==> src/rtl/axis_change_filter.sv <==
// AXI-Stream change filter: forwards an input value only when it differs from the last one seen.
// A small output FIFO absorbs backpressure. Define AXIS_CHANGE_FILTER_REFRESH_EN to enable a periodic re-send of the held value.
module axis_change_filter #(
    parameter int DIN_WIDTH      = 16,
    parameter int FIFO_DEPTH     = 4,
    parameter int REFRESH_CYCLES = 1024
) (
    input  logic                          aclk,
    input  logic                          aresetn,
    input  logic [DIN_WIDTH-1:0]          s_axis_tdata,
    input  logic                          s_axis_tvalid,
    output logic                          s_axis_tready,
    output logic [DIN_WIDTH-1:0]          m_axis_tdata,
    output logic                          m_axis_tvalid,
    input  logic                          m_axis_tready,
    output logic [$clog2(FIFO_DEPTH):0]   fifo_count,
    output logic                          overflow,
    input  logic                          clear_overflow
);

    localparam int AW = $clog2(FIFO_DEPTH);
    localparam logic [AW:0]   DEPTH_C  = (AW+1)'(FIFO_DEPTH);
    localparam logic [AW:0]   CNT_ONE  = (AW+1)'(1);
    localparam logic [AW-1:0] PTR_ONE  = AW'(1);

    if ((FIFO_DEPTH < 2) || ((FIFO_DEPTH & (FIFO_DEPTH - 1)) != 0)) begin : g_bad_depth
        $error("FIFO_DEPTH must be a power of 2 and at least 2");
    end
    if (REFRESH_CYCLES < 2) begin : g_bad_refresh
        $error("REFRESH_CYCLES must be at least 2");
    end

    logic                 ready_reg;
    logic [DIN_WIDTH-1:0] last_val_reg, last_val_next;
    logic                 primed_reg, primed_next;
    logic [AW-1:0]        wr_ptr_reg, wr_ptr_next;
    logic [AW-1:0]        rd_ptr_reg, rd_ptr_next;
    logic [AW:0]          count_reg, count_next;
    logic                 overflow_reg, overflow_next;

    logic                 in_fire;
    logic                 change;
    logic                 push;
    logic                 pop;
    logic                 full;
    logic                 overwrite;
    logic [AW-1:0]        wr_idx;
    logic [DIN_WIDTH-1:0] push_data;
    logic [DIN_WIDTH-1:0] mem_rd [FIFO_DEPTH];

    assign in_fire = s_axis_tvalid && ready_reg;
    assign change  = in_fire && (!primed_reg || (s_axis_tdata != last_val_reg));

`ifdef AXIS_CHANGE_FILTER_REFRESH_EN
    localparam int RW = $clog2(REFRESH_CYCLES);
    localparam logic [RW-1:0] REFRESH_LAST = RW'(REFRESH_CYCLES - 1);
    localparam logic [RW-1:0] REFRESH_ONE  = RW'(1);

    logic [RW-1:0] refresh_cnt_reg, refresh_cnt_next;
    logic          refresh_due;

    // A refresh only fires into an empty FIFO; otherwise the counter parks at its last value.
    assign refresh_due = primed_reg && (refresh_cnt_reg == REFRESH_LAST) && (count_reg == '0);
    assign push        = change || refresh_due;
    assign push_data   = change ? s_axis_tdata : last_val_reg;

    always_comb begin
        refresh_cnt_next = refresh_cnt_reg;
        if (push) begin
            refresh_cnt_next = '0;
        end else if (primed_reg && (refresh_cnt_reg != REFRESH_LAST)) begin
            refresh_cnt_next = refresh_cnt_reg + REFRESH_ONE;
        end
    end

    always_ff @(posedge aclk or negedge aresetn) begin
        if (!aresetn) begin
            refresh_cnt_reg <= '0;
        end else begin
            refresh_cnt_reg <= refresh_cnt_next;
        end
    end
`else
    assign push      = change;
    assign push_data = s_axis_tdata;
`endif

    assign pop       = (count_reg != '0) && m_axis_tready;
    assign full      = (count_reg == DEPTH_C);
    // Full with no pop: replace the tail; the head stays untouched since depth >= 2.
    assign overwrite = push && full && !pop;
    assign wr_idx    = overwrite ? (wr_ptr_reg - PTR_ONE) : wr_ptr_reg;

    always_comb begin
        wr_ptr_next   = wr_ptr_reg;
        rd_ptr_next   = rd_ptr_reg;
        count_next    = count_reg;
        overflow_next = overflow_reg;
        last_val_next = last_val_reg;
        primed_next   = primed_reg;

        if (push && !overwrite) begin
            wr_ptr_next = wr_ptr_reg + PTR_ONE;
        end
        if (pop) begin
            rd_ptr_next = rd_ptr_reg + PTR_ONE;
        end
        if (push && !overwrite && !pop) begin
            count_next = count_reg + CNT_ONE;
        end else if (!push && pop) begin
            count_next = count_reg - CNT_ONE;
        end

        if (overwrite) begin
            overflow_next = 1'b1;
        end else if (clear_overflow) begin
            overflow_next = 1'b0;
        end

        if (change) begin
            last_val_next = s_axis_tdata;
            primed_next   = 1'b1;
        end
    end

    always_ff @(posedge aclk or negedge aresetn) begin
        if (!aresetn) begin
            ready_reg    <= 1'b0;
            last_val_reg <= '0;
            primed_reg   <= 1'b0;
            wr_ptr_reg   <= '0;
            rd_ptr_reg   <= '0;
            count_reg    <= '0;
            overflow_reg <= 1'b0;
        end else begin
            ready_reg    <= 1'b1;
            last_val_reg <= last_val_next;
            primed_reg   <= primed_next;
            wr_ptr_reg   <= wr_ptr_next;
            rd_ptr_reg   <= rd_ptr_next;
            count_reg    <= count_next;
            overflow_reg <= overflow_next;
        end
    end

    // Entries are cleared on reset so the output data bus reads zero while held in reset.
    for (genvar gi = 0; gi < FIFO_DEPTH; gi++) begin : g_entry
        localparam logic [AW-1:0] IDX = AW'(gi);
        logic [DIN_WIDTH-1:0] entry_reg;

        always_ff @(posedge aclk or negedge aresetn) begin
            if (!aresetn) begin
                entry_reg <= '0;
            end else if (push && (wr_idx == IDX)) begin
                entry_reg <= push_data;
            end
        end

        assign mem_rd[gi] = entry_reg;
    end

    assign s_axis_tready = ready_reg;
    assign m_axis_tvalid = (count_reg != '0);
    assign m_axis_tdata  = mem_rd[rd_ptr_reg];
    assign fifo_count    = count_reg;
    assign overflow      = overflow_reg;

endmodule

==> config.mk <==
export PLATFORM = sky130hd
export DESIGN_NAME = axis_change_filter
export DESIGN_NICKNAME = d
export VERILOG_FILES = /design/src/rtl/axis_change_filter.sv
export SDC_FILE = /design/constraint.sdc
export NUM_CORES = 1
export LEC_CHECK = 0
export BUFFER_PORTS_ARGS = -buffer_cell sky130_fd_sc_hd__buf_2
export CAP_MARGIN = 20
export CORE_ASPECT_RATIO = 1.2
export CORE_MARGIN = 2
export CORE_UTILIZATION = 60
export DETAILED_ROUTE_END_ITERATION = 6
export PLACE_DENSITY = 0.81
export SLEW_MARGIN = 20
export SYNTH_ARGS = -nofsm -noshare
export SYNTH_HDL_FRONTEND = slang
export SYNTH_SLANG_ARGS = --single-unit
==> constraint.sdc <==
create_clock -name aclk -period 5.5 [get_ports aclk]
set_clock_uncertainty 0.15 [all_clocks]
set_input_delay 0.55 -clock aclk [delete_from_list [all_inputs] [get_ports aclk]]
set_output_delay 0.55 -clock aclk [all_outputs]
set_load 0.01 [all_outputs]
==> run metrics <==
worst-path fanout max=16; leading area contributor after synthesis=dfrtp_1; drt first pass iters=4; CTS sink cnt=90; Post-Syn Area=roughly 0.0042 mm²; ys flop type=dfrtp_1; Fill cells=479; DRC viols=0; area of the multi-input gates=0.00186 mm²; Lkg Pwr=2.05 nW; status=finished clean; WP buf/inv=0; Worst Max-Slew Pin Slew=~1100 ps; vias per inst=5.77; DPL Wire Length=between 5000 and 6000 µm; worst r2r dst=g_entry[3].entry_reg[2]$_DFFE_PN0P_; Sequential Area=around 0.0023 mm²; max_cap viols=0; Sw Share=32.4%; Avg WL per Cell=18.0 µm; top cell type's share of synthesized area=approximately 54%; relative slew slack=24.9%; Post-CTS Setup Bufs=0; max reg flops=64; Seq/Total Area, Yosys=53.6%; setup TNS=0 ps; number of diodes=0; Hold Slack=95.6 ps; Pint=1.74 mW; Die Width=80.4 µm; PwrDens=~550 mW/mm²; vias in the first global route=2591; H-tree depth=3; RR Startpoint=fifo_count[1]$_DFFE_PN0P_; largest net degree at the start of global routing=91; Critical Path Max Stage Delay=650 ps; slowest cell on the critical path=a21oi_4; fmax=345 MHz; Hold Crit Class=input port to asynchronous set/reset pin; CTS tree=built; P_sw=0.831 mW; most common cell after layout, fill and taps aside=dfrtp_1; Distinct cells, synth=43; top cells by area, synth=dfrtp_1 54%, mux2_2 16%, mux4_2 8.6%; reg-to-reg setup timing slack=2600 ps; first-pass GRT wire length=~13000 µm; hold buffer count at cts=0; initial DRC count=140; family with the most delay on the worst path=simple AND/OR/NAND/NOR gates; Overall Global Routing Usage=22.5%; Initial Util=61.6%; CP Class=flop to flop; Skew-Pair Late Insertion Delay=approximately 350 ps; IO Pins=43; synthesis-to-finish area growth=10.9%; share of cells above drive strength 1=44.5%; CP arrival=just under 3000 ps; CP endpoint kind=flop; clock power share=16.5%; Routed Antenna Nets=0; Worst VDD drop=around 0.00032 V; #FFs+latches synth=90; r2r worst-path depth=5; CTS resizes=0; total chip power=2.57 mW; die area=0.00769 mm²; Post-synth EDFFs=0; worst-path cell chain=or3b_4 > or2_4 > or3_4 > a21oi_4 > mux2_2; grt ovf=0; initial antenna violation count=0; most frequent cells in the layout=90 x dfrtp_1, 59 x mux2_2, 41 x buf_2; Routed WL=7820 µm; post-route clock period utilization=52.6%; clock root cell=clkbuf_8; CORE AREA=0.00681 mm²; Net count, final=365; FFs w/ async S/R, synth=100%; Worst-path clk slew=approximately 90 ps; fin. max-slew vios=0; routability congestion estimate=0.795; CP startpoint kind=flop; YS warnings=0; Worst EP required=5580 ps; Avg Cell Area, Syn=13.9 µm²; RSZ-0062 raised after global routing=no; final hold viol count=0; fin util=68.3%; number of port buffers=42; Net Count, Synth=324; Sequential Power Share=45.2%; cts bufs inserted=9; Comb pwr share=38.3%; FP Rows=33; Finish-stage setup viols=0; Post-Syn Instances=302; Die Ht=~96 µm; Clock Path Buffers=2; routed via count=between 2000 and 3000; final worst path period need=2900 ps
-- cell usage after synthesis, types with 2 or more instances --
library cell and number:
nand2b_1 4, inv_1 2, xor2_1 15, nand3_1 7, clkbuf_1 7, nand2_1 39
nor2_1 5, dfrtp_1 90, nand3b_1 2, mux4_2 16, mux2_4 10, xnor2_1 8
nor4_1 3, o21ai_0 2, mux2_2 59, a21oi_1 2, buf_2 5
-- power by group through the flow --
stage / Sequential, mW / Clock (mW) / Combinational, mW
after floorplan: 1.06 / 0 / 0.798
after global placement: 1.16 / 0 / 0.955
after detailed placement: 1.18 / 0 / 0.995
after CTS: 1.16 / 0.429 / 1.00
after global routing: 1.20 / 0.460 / 1.07
final: 1.16 / 0.423 / 0.983
-- kinds of logic after synthesis --
kind of cell	synth area share, %
flip-flops	53.6
AO/OA/AOI/OAI	2.95
adder cells (fa/ha/maj)	0.477
other	0.0893
buffers and inverters	2.09
XOR/XNOR	4.80
AND/OR/NAND/NOR	7.99
multiplexers	28.0
-- how the worst max path moves through the flow --
stage,slack (ps),cells past startpoint,startpoint,to
final,2600,5,fifo_count[1]$_DFFE_PN0P_,g_entry[3].entry_reg[2]$_DFFE_PN0P_
after global routing,2480,6,last_val_reg[13]$_DFFE_PN0P_,g_entry[2].entry_reg[0]$_DFFE_PN0P_
after CTS,2600,5,fifo_count[1]$_DFFE_PN0P_,g_entry[3].entry_reg[2]$_DFFE_PN0P_
after detailed placement,2340,7,s_axis_tdata[14],g_entry[2].entry_reg[2]$_DFFE_PN0P_
after global placement,2370,7,s_axis_tdata[14],g_entry[2].entry_reg[12]$_DFFE_PN0P_
after floorplan,2600,12,s_axis_tdata[1],fifo_count[2]$_DFFE_PN0P_
-- layer usage --
metal	GRT usage [%]	routed length, µm	share of wire, %	up-vias
met2	38.5	4110	53	45
met4	7.77	113	1.4	0
met5	0	0	0	-
met3	5.02	245	3.1	11
met1	28.5	3350	43	1303
li1	-	-	-	1152
-- area by class of cell --
class / count / area share (%)
Sequential cell: 90 / 48.4
Inverter: 2 / 0.161
Multi-Input combinational cell: 195 / 39.9
Clock inverter: 5 / 0.806
Clock buffer: 11 / 3.25
Timing Repair Buffer: 45 / 5.13
Tap cell: 87 / 2.34
-- through the flow --
stage	setup slack, ps	cells	cell area [µm²]
after floorplan	2600	302	4200
after global placement	2370	419	4460
after detailed placement	2340	419	4460
after CTS	2600	435	4650
after global routing	2480	435	4660
final	2600	435	4660
(Power assumes the default switching activity.)
